File: config.mk
export PLATFORM = sky130hd
export DESIGN_NAME = mem_wb_bridge
export DESIGN_NICKNAME = d
export VERILOG_FILES = /design/src/rtl/mem_wb_pkg.sv /design/src/rtl/wb_byte_merge.sv /design/src/rtl/mem_wb_bridge.sv
export SDC_FILE = /design/constraint.sdc
export NUM_CORES = 1
export LEC_CHECK = 0
export ABC_AREA = 0
export CORE_MARGIN = 2
export CORE_UTILIZATION = 25
export CTS_BUF_LIST = sky130_fd_sc_hd__clkbuf_8
export DETAILED_ROUTE_END_ITERATION = 10
export PLACE_DENSITY = 0.47
export RECOVER_POWER = 100
export SLEW_MARGIN = 40
export SYNTH_ARGS = -nofsm -noshare
export SYNTH_HDL_FRONTEND = slang
export SYNTH_HIERARCHICAL = 1
export SYNTH_SLANG_ARGS = --single-unit
export TNS_END_PERCENT = 30
File: constraint.sdc
create_clock -name clk -period 4.3 [get_ports clk]
set_clock_uncertainty 0.1 [all_clocks]
set_input_delay 0.43 -clock clk [delete_from_list [all_inputs] [get_ports clk]]
set_output_delay 0.43 -clock clk [all_outputs]
set_load 0.005 [all_outputs]
File: src/rtl/mem_wb_pkg.sv
// Shared types and helpers for the PicoRV32-to-Wishbone bridge.
// The bridge's optional ack timeout is enabled by defining MEM_WB_BRIDGE_TIMEOUT_EN.
package mem_wb_pkg;

  typedef enum logic [2:0] {
    StIdle,
    StRd,
    StWr,
    StRmwRd,
    StRmwGap,
    StRmwWr,
    StDone
  } state_e;

  localparam logic [7:0]  BaseHiDefault = 8'h03;
  localparam logic [31:0] TimeoutFill   = 32'hDEADBEEF;

  // Byte i of the result comes from new_word when strb[i] is set, else from old_word.
  function automatic logic [31:0] merge_bytes(input logic [3:0]  strb,
                                              input logic [31:0] new_word,
                                              input logic [31:0] old_word);
    logic [31:0] res;
    res = old_word;
    for (int i = 0; i < 4; i++) begin
      if (strb[i]) begin
        res[8*i +: 8] = new_word[8*i +: 8];
      end
    end
    return res;
  endfunction

endpackage

File: src/rtl/wb_byte_merge.sv
// Combinational byte-strobe merge for bridges in front of slaves without byte selects.
module wb_byte_merge
  import mem_wb_pkg::*;
(
  input  logic [3:0]  wstrb_i,
  input  logic [31:0] new_i,
  input  logic [31:0] old_i,
  output logic [31:0] merged_o
);

  assign merged_o = merge_bytes(wstrb_i, new_i, old_i);

endmodule

File: src/rtl/mem_wb_bridge.sv
// PicoRV32 native bus responder to single-beat Wishbone initiator; sub-word stores become RMW.
// Define MEM_WB_BRIDGE_TIMEOUT_EN to add a per-access ack timeout and the sticky err_o flag.
module mem_wb_bridge
  import mem_wb_pkg::*;
#(
  parameter logic [7:0]  BASE_HI        = BaseHiDefault,
  parameter int unsigned WB_AW          = 21,
  parameter int unsigned TIMEOUT_CYCLES = 255
) (
  input  logic             clk,
  input  logic             reset,
  input  logic             mem_valid,
  input  logic [31:0]      mem_addr,
  input  logic [31:0]      mem_wdata,
  input  logic [3:0]       mem_wstrb,
  output logic             mem_ready,
  output logic [31:0]      mem_rdata,
  output logic [WB_AW-1:0] wb_adr_o,
  output logic [31:0]      wb_dat_o,
  input  logic [31:0]      wb_dat_i,
  output logic             wb_cyc_o,
  output logic             wb_stb_o,
  output logic             wb_we_o,
  input  logic             wb_ack_i,
  output logic             busy,
  output logic             err_o
);

  state_e            state_q, state_d;
  logic [WB_AW-1:0]  adr_q, adr_d;
  logic [31:0]       wdata_q, wdata_d;
  logic [3:0]        wstrb_q, wstrb_d;
  logic [31:0]       rdata_q, rdata_d;
  logic [31:0]       dat_q, dat_d;
  logic              cyc_q, cyc_d;
  logic              we_q, we_d;
  logic              ready_q, ready_d;
  logic              busy_q, busy_d;

  logic              sel;
  logic              ack_ok;
  logic [31:0]       merged;

  assign sel    = mem_valid && (mem_addr[31:24] == BASE_HI);
  assign ack_ok = wb_ack_i && cyc_q;

  wb_byte_merge u_merge (
    .wstrb_i  (wstrb_q),
    .new_i    (wdata_q),
    .old_i    (wb_dat_i),
    .merged_o (merged)
  );

`ifdef MEM_WB_BRIDGE_TIMEOUT_EN
  localparam int unsigned TimerW = (TIMEOUT_CYCLES > 255) ? $clog2(TIMEOUT_CYCLES + 1) : 8;

  logic [TimerW-1:0] timer_q, timer_d;
  logic              err_q, err_d;
`else
  logic unused_cfg;
  assign unused_cfg = (TIMEOUT_CYCLES == 0);
`endif

  always_comb begin
    state_d = state_q;
    adr_d   = adr_q;
    wdata_d = wdata_q;
    wstrb_d = wstrb_q;
    rdata_d = rdata_q;
    dat_d   = dat_q;
    cyc_d   = cyc_q;
    we_d    = we_q;
    ready_d = 1'b0;
`ifdef MEM_WB_BRIDGE_TIMEOUT_EN
    timer_d = timer_q;
    err_d   = err_q;
`endif

    unique case (state_q)
      StIdle: begin
        if (sel) begin
          adr_d   = mem_addr[WB_AW+1:2];
          wdata_d = mem_wdata;
          wstrb_d = mem_wstrb;
          cyc_d   = 1'b1;
          if (mem_wstrb == 4'h0) begin
            state_d = StRd;
            we_d    = 1'b0;
          end else if (mem_wstrb == 4'hF) begin
            state_d = StWr;
            we_d    = 1'b1;
            dat_d   = mem_wdata;
          end else begin
            state_d = StRmwRd;
            we_d    = 1'b0;
          end
        end
      end
      StRd: begin
        if (ack_ok) begin
          rdata_d = wb_dat_i;
          cyc_d   = 1'b0;
          ready_d = 1'b1;
          state_d = StDone;
        end
      end
      StWr, StRmwWr: begin
        if (ack_ok) begin
          cyc_d   = 1'b0;
          we_d    = 1'b0;
          ready_d = 1'b1;
          state_d = StDone;
        end
      end
      StRmwRd: begin
        if (ack_ok) begin
          dat_d   = merged;
          cyc_d   = 1'b0;
          state_d = StRmwGap;
        end
      end
      StRmwGap: begin
        cyc_d   = 1'b1;
        we_d    = 1'b1;
        state_d = StRmwWr;
      end
      StDone: begin
        state_d = StIdle;
      end
      default: begin
        state_d = StIdle;
        cyc_d   = 1'b0;
        we_d    = 1'b0;
      end
    endcase

`ifdef MEM_WB_BRIDGE_TIMEOUT_EN
    if (cyc_d && !cyc_q) begin
      timer_d = '0;
    end else if (cyc_q && !ack_ok) begin
      if (timer_q == TimerW'(TIMEOUT_CYCLES - 1)) begin
        // Abandon the beat; a stalled RMW read never reaches its write phase.
        cyc_d   = 1'b0;
        we_d    = 1'b0;
        ready_d = 1'b1;
        err_d   = 1'b1;
        state_d = StDone;
        if (state_q == StRd) begin
          rdata_d = TimeoutFill;
        end
      end else begin
        timer_d = timer_q + 1'b1;
      end
    end
`endif

    busy_d = (state_d != StIdle);
  end

  always_ff @(posedge clk) begin
    if (reset) begin
      state_q <= StIdle;
      adr_q   <= '0;
      wdata_q <= '0;
      wstrb_q <= '0;
      rdata_q <= '0;
      dat_q   <= '0;
      cyc_q   <= 1'b0;
      we_q    <= 1'b0;
      ready_q <= 1'b0;
      busy_q  <= 1'b0;
    end else begin
      state_q <= state_d;
      adr_q   <= adr_d;
      wdata_q <= wdata_d;
      wstrb_q <= wstrb_d;
      rdata_q <= rdata_d;
      dat_q   <= dat_d;
      cyc_q   <= cyc_d;
      we_q    <= we_d;
      ready_q <= ready_d;
      busy_q  <= busy_d;
    end
  end

`ifdef MEM_WB_BRIDGE_TIMEOUT_EN
  always_ff @(posedge clk) begin
    if (reset) begin
      timer_q <= '0;
      err_q   <= 1'b0;
    end else begin
      timer_q <= timer_d;
      err_q   <= err_d;
    end
  end

  assign err_o = err_q;
`else
  assign err_o = 1'b0;
`endif

  // Byte-lane and out-of-window address bits have no function downstream.
  logic unused_addr;
  assign unused_addr = ^mem_addr[23:0];

  assign mem_ready = ready_q;
  assign mem_rdata = rdata_q;
  assign wb_adr_o  = adr_q;
  assign wb_dat_o  = dat_q;
  assign wb_cyc_o  = cyc_q;
  assign wb_stb_o  = cyc_q;
  assign wb_we_o   = we_q;
  assign busy      = busy_q;

endmodule

After elaboration in Yosys (flattened, before gate mapping)
Index checks and enable logic that the tools add are counted.
{"block": "word_totals", "wordCells": 66, "register_bits": 128}
{"block": "op_classes", "reduce_logical": 16, "mux": 23, "bitwise": 3, "eq_ne": 14}
{"operator": "32-bit two-way mux", "n": 4}
{"operator": "32-bit one-hot mux with 2 select lines", "n": 1}
{"operator": "8-bit two-way mux", "n": 4}
{"operator": "3-bit one-hot mux with 4 select lines", "n": 1}
{"operator": "2-bit != test, second input constant", "n": 5}
{"operator": "3-bit == test, second input constant", "n": 3}
{"operator": "3-bit two-way mux", "n": 3}
{"operator": "8-bit by 2-bit == test with 1-bit output, second input constant", "n": 1}
{"operator": "1-bit one-hot mux with 4 select lines", "n": 2}
{"operator": "1-bit two-way mux", "n": 7}
{"operator": "3-bit by 2-bit == test with 1-bit output, second input constant", "n": 2}
{"operator": "3-bit AND reduction", "n": 2}
{"operator": "3-bit OR reduction", "n": 2}
{"operator": "5-bit AND reduction", "n": 1}
{"operator": "4-bit == test, second input constant", "n": 1}
{"operator": "4-bit zero test", "n": 1}
{"operator": "2-bit AND reduction", "n": 2}
{"operator": "2-bit OR reduction", "n": 2}
{"operator": "4-bit OR reduction", "n": 1}
{"operator": "3-bit by 1-bit == test with 1-bit output, second input constant", "n": 1}
{"operator": "3-bit zero test", "n": 1}
{"operator": "1-bit NOT", "n": 3}
{"operator": "3-bit nonzero test", "n": 1}
{"operator": "1-bit logical AND", "n": 2}
{"operator": "3 further kinds", "n": 3}

Logic depth before layout (Yosys ltp)
Gate-level depths: netlist (run 1).
{"block": "logic_depth", "ltp_word": 6, "mapped_depth": 8, "ltp_nobuf": 4}

Cells and area by module
Netlist (run 1), hierarchy kept.
{"module": "mem_wb_bridge", "n_inst": 1, "cells_each": 557, "area_each_um2": 5156.2, "seq_area_each_um2": 2562.5}
{"module": "wb_byte_merge", "n_inst": 1, "cells_each": 36, "area_each_um2": 525.5, "seq_area_each_um2": 0.0}

Worst setup path after synthesis (run 1)
No wires, ideal clock.
{"block": "synth_timing", "path_kind": "input-to-reg", "startpoint": "input mem_addr[28]", "endpoint": "register dat_q[22], in the netlist wb_dat_o[22]", "path_slack_ns": 2.423, "arrival_time_ns": 1.696, "setup_ns": 0.081, "cell_stages": 6, "cell_sequence": "nor4b_2 a31o_1 buf_2 clkbuf_1 a21oi_1 a211oi_2"}
{"block": "synth_between", "elab_chain_len": 4}
{"element": "start, declared", "line_no": "mem_wb_bridge.sv:13", "source": "input logic [31:0] mem_addr,"}
{"element": "8-bit by 2-bit == test with 1-bit output", "line_no": "mem_wb_bridge.sv:44", "source": "assign sel = mem_valid && (mem_addr[31:24] == BASE_HI);"}
{"element": "1-bit logical AND", "line_no": "mem_wb_bridge.sv:44"}
{"element": "2-bit != test (no line)"}
{"element": "5-bit AND reduction (no line)"}
{"element": "end signal, assigned", "line_no": "mem_wb_bridge.sv:178", "source": "dat_q <= dat_d;"}
{"element": "end, declared", "line_no": "mem_wb_bridge.sv:34", "source": "logic [31:0] dat_q, dat_d;"}
Every way passes these cells.
A chain may end at the register's enable or synchronous reset.

Worst setup path in the final report (run 1)
{"block": "layout_timing", "startpoint": "input mem_addr[28]", "endpoint": "register state_q[1]"}
{"block": "layout_between", "elab_chain_len": 4}
{"element": "8-bit by 2-bit == test with 1-bit output", "line_no": "mem_wb_bridge.sv:44"}
{"element": "1-bit logical AND", "line_no": "mem_wb_bridge.sv:44"}
{"element": "3-bit two-way mux", "line_no": "mem_wb_bridge.sv:81", "source": "if (sel) begin"}
{"element": "3-bit one-hot mux with 4 select lines", "line_no": "mem_wb_bridge.sv:79", "source": "unique case (state_q)"}
{"element": "end signal, assigned", "line_no": "mem_wb_bridge.sv:162", "source": "state_q <= StIdle;"}
{"element": "end signal, assigned", "line_no": "mem_wb_bridge.sv:173", "source": "state_q <= state_d;"}
{"element": "end, declared", "line_no": "mem_wb_bridge.sv:29", "source": "state_e state_q, state_d;"}
Every way passes these cells.

==> results of run 1 <==
-- flip-flops by register name, indices dropped and copies added (netlist names) --
name       cells
state_q        3
wb_we_o        1
wb_cyc_o       1
wb_dat_o      32
busy           1
wdata_q       32
mem_ready      1
wstrb_q        4
wb_adr_o      21
mem_rdata     32
-- stage by stage --
stage	std cells	utilization (%)	area, sq um	hold WS, ps	worst slack [ps]
2_1_floorplan	593	-	5682	335.9	2423
3_3_place_gp	1022	34.38	7737	341.2	1272
3_5_place_dp	1022	34.38	7737	347.8	1231
4_1_cts	1054	36.32	8173	358.6	1698
5_1_grt	1054	36.17	8139	373.5	871.4
6_report	1054	36.17	8139	354.2	1197
-- worst paths after layout --
kind	end	slack (ps)	cells past startpoint
worst max register to register	mem_rdata[12]$_SDFFE_PP0P_	1310	5
worst max-delay path	state_q[1]$_SDFF_PP0_	1200	6
worst min register to register	wb_adr_o[16]$_SDFFE_PP0P_	350	2
worst min-delay path	wb_adr_o[16]$_SDFFE_PP0P_	350	2
-- area by class of cell --
type / instances / share of cell area (%)
clock buffer: 22 / 3.720
clock inverter: 10 / 1.630
inverter: 2 / 0.09224
multi-input combinational: 409 / 34.44
sequential: 128 / 31.48
tap: 285 / 4.381
timing repair buffer: 198 / 24.26
-- cell usage in the layout, fill, tap and decap left out, types with 4 or more instances in the layout --
master / count
sky130_fd_sc_hd__dlygate4sd3_1: 91
sky130_fd_sc_hd__clkbuf_8: 22
sky130_fd_sc_hd__nor3_1: 4
sky130_fd_sc_hd__a211oi_2: 29
sky130_fd_sc_hd__mux2i_1: 66
sky130_fd_sc_hd__clkdlybuf4s50_1: 98
sky130_fd_sc_hd__nand2_1: 118
sky130_fd_sc_hd__buf_4: 4
sky130_fd_sc_hd__nor2_1: 38
sky130_fd_sc_hd__dfxtp_1: 128
sky130_fd_sc_hd__mux2_4: 32
sky130_fd_sc_hd__a21oi_1: 95
sky130_fd_sc_hd__a211oi_1: 4
-- critical path: cells and delay by family --
kind	cells	cell delay (ps)
and+or+nand+nor	2	1420
buffers and inverters	2	1170
AOI/OAI and AO/OA	2	350
-- cells by family after synthesis --
group | count (synthesis) | synth area share [%]
buffers and inverters | 56 | 5.417
AOI/OAI and AO/OA | 137 | 16.63
muxes | 99 | 20.28
DFF | 128 | 45.10
other | 1 | 0.06600
and+or+nand+nor | 172 | 12.51
-- layer usage --
metal,share of wire (%),global-route usage [%],routed length (microns)
met4,1.5,4.762,266
met1,45,18.57,8060
met5,0,0,0
met3,6.3,4.707,1127
met2,47,25.38,8495
-- power groups by stage --
| stage | Clock (mW) | Combinational, mW | Sequential (mW) |
|---|---|---|---|
| detailed placement | 0 | 0.181 | 1.21 |
| global placement | 0 | 0.179 | 1.21 |
| finish | 1.15 | 0.180 | 1.19 |
| global route | 1.23 | 0.192 | 1.19 |
| floorplan | 0 | 0.0623 | 1.21 |
| CTS | 1.19 | 0.182 | 1.19 |
==> Flow_metrics.wiki, run 1 <==
{| class="wikitable"
! Metric !! Value
|-
| Violations in the final reports || capacitance limit, slew limit
|-
| Post-layout min period || 3103 ps
|-
| Cells resized by post-CTS repair || 0
|-
| Cell area power density || 308.7 nW/um^2
|-
| Most frequent cell after synthesis || sky130_fd_sc_hd__dfxtp_1
|-
| Antenna violations before repair || 0
|-
| Area taken by flip-flops and latches || 2562 sq um
|-
| Slew @ Worst Pin || 1965 ps
|-
| Full die area || 23950 sq um
|-
| Detail Placement HPWL || 11.51 mm
|-
| Buffer depth of the longest clock path || 2
|-
| Net count of the mapped netlist || 697
|-
| Critical register-to-register path startpoint || state_q[0]$_SDFF_PP0_
|-
| Chip Width || 154.8 microns
|-
| Leading post-synthesis cells by instance count || sky130_fd_sc_hd__dfxtp_1, sky130_fd_sc_hd__nand2_1, sky130_fd_sc_hd__a21oi_1
|-
| Number of distinct standard cells referenced by the synthesized netlist || 37
|-
| Aggregate global routing overflow || 0
|-
| Switching share of total power || 22.64%
|-
| Final Hold Fails || 0
|-
| Filler Cell Count || 2253
|-
| Proportion of synthesized chip area in sequential cells || 45.10%
|-
| Number of slew-limit violations in the final report || 42
|-
| Number of violations of the max-capacitance limit || 2
|-
| # H-tree levels || 4
|-
| Relative slew margins || -31.01%
|-
| Setup Viol. Count Final || 0
|-
| Highest net fanout along the worst path || 50
|-
| Wire length of the first global-routing pass || 28.10 mm
|-
| Synth area leaders || sky130_fd_sc_hd__dfxtp_1, sky130_fd_sc_hd__mux2i_1, sky130_fd_sc_hd__mux2_4
|-
| Initial Utilization || 25.25%
|-
| Pleak || 3.213 nW
|-
| Master of the slowest instance on the critical path || sky130_fd_sc_hd__nor4b_1
|-
| Delay of the slowest cell on the worst path || 830 ps
|-
| Kind of capture point of the worst setup path || flop
|-
| Number of synthesized flops with an enable pin || 0
|-
| Worst Path Arrival || 3380 ps
|-
| Cell count after synthesis || 593
|-
| Power, Total || 2.513 mW
|-
| Share of flip-flops with an asynchronous set or reset || 0%
|-
| Antenna Cells || 0
|-
| Worst endpoint required time || 4580 ps
|-
| Share of post-route cells with drive strength above 1 || 13.52%
|-
| Critical path type || input port to flop
|-
| ANT nets after route || 0
|-
| Number of global-route vias before repair || 4977
|-
| Number of search-and-repair iterations in the first detailed-routing pass || 4
|-
| Sw Pwr || 568.7 uW
|-
| Hold buffer count at CTS || 0
|-
| Pin count of the biggest net entering global routing || 73
|-
| Root buf cell || sky130_fd_sc_hd__clkbuf_8
|-
| Mean post-synth cell area || 9.581 sq um
|-
| Class of the worst hold path || flop to flop
|-
| Launch instance of the worst min-delay path || wb_adr_o[16]$_SDFFE_PP0P_
|-
| CTS tree || done
|-
| Total via count in the routed design || 4854
|-
| Aggregate global-route resource usage || 15.14%
|-
| Via density || 4.605
|-
| Main synth FF type || sky130_fd_sc_hd__dfxtp_1
|-
| Die height || 154.8 microns
|-
| Power share of the combinational group || 7.1%
|-
| Outcome || complete, but fails checks
|-
| Layout overhead on the synthesized area || 43.25%
|-
| WL final || 17.95 mm
|-
| Max rail drop VDD || 0.0001508 V
|-
| Drt first-iter violations || 259
|-
| Final net count || 860
|-
| Source-to-sink clock delay at the later pin of the worst-skew pair || 450 ps
|-
| Post-synth top area share || 45.10%
|-
| Ratio of final minimum period to clock period || 72.15%
|-
| Highest attainable clock frequency || 0.3223 GHz
|-
| Fin Setup TNS || 0 ps
|-
| RSZ-0062 raised after global routing || no
|-
| Register bit count reported by yosys || 128
|-
| Cell area after synthesis || 5682 sq um
|-
| Global placement routability congestion || 0.7618
|-
| Standard cell core area || 22500 sq um
|-
| Total clock sinks || 128
|-
| Detailed-route DRC error count || 0
|-
| Number of setup buffers added after CTS || 0
|-
| Proportion of power drawn by flip-flops and latches || 47.2%
|-
| Clock network power share || 45.6%
|-
| Launching element type of the critical path || input port
|-
| Average detailed-routed wire length per instance || 17.03 microns
|-
| Port Buffers || 190
|-
| Int Pwr || 1.944 mW
|-
| Number of rows in the core area || 55
|-
| Number of synthesis warnings || 6
|-
| Footprint of the multi-input gates || 2803 sq um
|-
| Critical path origin || mem_addr[28]
|-
| CP cell instances || dlygate4sd3_1, nor4b_1, and4b_1, buf_4, o41ai_1, a21oi_1
|-
| Clock-pin slew reported for the worst setup and hold paths after clock tree synthesis || 80 ps
|-
| Number of buffers inserted during clock tree synthesis || 17
|-
| Io pins || 195
|-
| Cell accounting for the most synthesized area || sky130_fd_sc_hd__dfxtp_1
|}
Power figures use the tool's default switching activity.
==> inputs of run 2 (changes only) <==
Clock period 4.3 ns to 3.05 ns, I/O delays scaled along.
==> run 2 against run 1 <==
  * The run now ends clean
  * Clock-buffer cell count is 1 lower
  * First-iteration DRC count is 0.39% lower
  * Wire length decreased by 0.10%
  * Hold slack lost 150 ps
  * Global-route usage down 0.14 points
  * Die area unchanged
  * Worst setup slack worse by 550 ps
  * Final cell count is 0.66% higher
  * Clock power is 16% higher
  * Sequential power up 40%
  * Utilization down 0.21 points
==> Flow_metrics.wiki, run 2 (synthesis results as in run 1) <==
{| class="wikitable"
! Metric !! Value
|-
| Outcome || completed
|-
| Endpoint of the lowest-slack register-to-register path || wb_dat_o[23]$_SDFFE_PP0P_
|-
| Wire length of the first global-routing pass || 28.07 mm (-0.12%)
|-
| Detail Placement HPWL || 12.06 mm (+4.7%)
|-
| Max rail drop VDD || 0.0002253 V (+49%)
|-
| Pleak || 3.204 nW (-0.27%)
|-
| Aggregate global routing overflow || 0 (unchanged)
|-
| Number of buffers inserted during clock tree synthesis || 17 (unchanged)
|-
| Global placement routability congestion || 0.7753 (+1.8%)
|-
| Leading cell type in the layout, fill and taps excluded || sky130_fd_sc_hd__dfxtp_1
|-
| Clock-pin slew reported for the worst setup and hold paths after clock tree synthesis || 70 ps (about the same)
|-
| Commonest non-fill, non-tap cells in the layout || sky130_fd_sc_hd__dfxtp_1, sky130_fd_sc_hd__nand2_1, sky130_fd_sc_hd__clkdlybuf4s50_1
|-
| Highest net fanout along the worst path || 32 (-36%)
|-
| Post-layout min period || 2402 ps
|-
| Standard cell core area || 22500 sq um (unchanged)
|-
| Cells resized by post-CTS repair || 0 (unchanged)
|-
| Highest attainable clock frequency || 0.4164 GHz
|-
| Number of cells on the worst hold path || 2 (unchanged)
|-
| Register-to-Register Setup Slack || 650 ps (-660 ps)
|-
| Die height || 154.8 microns (unchanged)
|-
| Final Hold Fails || 0 (unchanged)
|-
| Slew @ Worst Pin || 867.8 ps (-1097 ps)
|-
| Hold buffer count at CTS || 0 (unchanged)
|-
| Average detailed-routed wire length per instance || 16.90 microns (-0.76%)
|-
| Number of global-route vias before repair || 5068 (+1.8%)
|-
| Hold EP || state_q[2]$_SDFF_PP0_
|-
| Number of rows in the core area || 55 (unchanged)
|-
| Launching element type of the critical path || flop
|-
| Total via count in the routed design || 4881 (+0.56%)
|-
| Pin count of the biggest net entering global routing || 56 (-23%)
|-
| Fin Setup TNS || 0 ps (unchanged)
|-
| Setup Viol. Count Final || 0 (unchanged)
|-
| ANT nets after route || 0 (unchanged)
|-
| CTS tree || done
|-
| Cell area power density || 402.8 nW/um^2 (+30%)
|-
| Number of slew-limit violations in the final report || 0 (-100%)
|-
| Ratio of final minimum period to clock period || 78.74%
|-
| Drt first-iter violations || 258 (-0.39%)
|-
| Total clock sinks || 128 (unchanged)
|-
| Relative slew margins || 42.15% (+73 points)
|-
| Buffer depth of the longest clock path || 2 (unchanged)
|-
| Full die area || 23950 sq um (unchanged)
|-
| Number of setup buffers added after CTS || 0 (unchanged)
|-
| WL final || 17.93 mm (-0.10%)
|-
| Port Buffers || 190 (unchanged)
|-
| Final hold slack || 204.3 ps (-150.0 ps)
|-
| Via density || 4.600 (-0.11%)
|-
| Root buf cell || sky130_fd_sc_hd__clkbuf_8
|-
| Worst endpoint required time || 3300 ps (-1280 ps)
|-
| Initial Utilization || 25.25% (unchanged)
|-
| Kind of capture point of the worst setup path || flop
|-
| Share of post-route cells with drive strength above 1 || 13.02% (-0.51 points)
|-
| Number of violations of the max-capacitance limit || 0 (-2)
|-
| Antenna violations before repair || 0 (unchanged)
|-
| RSZ-0062 raised after global routing || no
|-
| Critical path type || flop to flop
|-
| Chip Width || 154.8 microns (unchanged)
|-
| Antenna Cells || 0 (unchanged)
|-
| Launch instance of the worst min-delay path || reset
|-
| Final net count || 867 (+0.81%)
|-
| Aggregate global-route resource usage || 15.00% (-0.14 points)
|-
| Count of cells along the worst register-to-register path || 5 (unchanged)
|-
| Layout overhead on the synthesized area || 42.44%
|-
| Class of the worst hold path || input port to flop
|-
| Number of search-and-repair iterations in the first detailed-routing pass || 5 (+1)
|-
| Source-to-sink clock delay at the later pin of the worst-skew pair || 430 ps (-20 ps)
|-
| Detailed-route DRC error count || 0 (unchanged)
|-
| Io pins || 195 (unchanged)
|-
| Worst Path Arrival || 2650 ps (-730 ps)
|-
| Critical register-to-register path startpoint || state_q[0]$_SDFF_PP0_
|-
| # H-tree levels || 4 (unchanged)
|}
==> run 2: critical path, cell delays in order, from the launching register on <==
cell                       delay [ps]
sky130_fd_sc_hd__dfxtp_1          410
sky130_fd_sc_hd__or3_1            480
sky130_fd_sc_hd__o22ai_4          200
sky130_fd_sc_hd__clkbuf_2         700
sky130_fd_sc_hd__a21oi_1          200
sky130_fd_sc_hd__a211oi_2         220
==> run 2: layout make-up <==
type                    instances  area, sq um
well taps                     285        356.6
repair buffers                205         2048
inverters                       2        7.507
flip-flops and latches        128         2562
multi-input cells             409         2763
clock inverters                11        66.31
fillers                      2276        14410
clock buffers                  21        289.0
==> run 2: metrics by stage <==
step / setup WS (ps) / instances / instance area [sq um] / total power [mW] / utilization, %
after global placement: 614.3 / 1029 / 7815 / 1.966 / 34.73
after detailed placement: 617.2 / 1029 / 7815 / 1.969 / 34.73
final: 648.5 / 1061 / 8093 / 3.260 / 35.96
after CTS: 971.4 / 1061 / 8170 / 3.324 / 36.31
after floorplan: 1196 / 593 / 5682 / 1.799 / -
after global routing: 476.1 / 1061 / 8093 / 3.414 / 35.96
==> run 2: per-layer routing <==
metal  wire, microns  part of all wire, %  track usage [%]
met3            1089                  6.1            4.343
met4             174                 0.97            4.145
met5               0                    0                0
met2            8609                   48            25.51
met1            8056                   45            18.52
==> run 2: how the worst max path moves through the flow <==
stage	from	end	slack, ps	depth (start not counted)
after floorplan	state_q[0]$_SDFF_PP0_	wb_dat_o[10]$_SDFFE_PP0P_	1200	8
after global placement	mem_addr[28]	state_q[1]$_SDFF_PP0_	610	7
after detailed placement	mem_addr[28]	wb_adr_o[13]$_SDFFE_PP0P_	620	7
after CTS	state_q[2]$_SDFF_PP0_	wb_adr_o[13]$_SDFFE_PP0P_	970	5
after global routing	state_q[0]$_SDFF_PP0_	wb_dat_o[30]$_SDFFE_PP0P_	480	5
final	state_q[0]$_SDFF_PP0_	wb_dat_o[23]$_SDFFE_PP0P_	650	5
==> run 2: power breakdown <==
group	total, mW	switching, mW	leakage [nW]	internal (mW)
sequential	1.67	0.00125	1.03	1.67
combinational	0.253	0.0950	1.99	0.158
clock	1.33	0.696	0.182	0.638
total	3.26	0.793	3.20	2.47
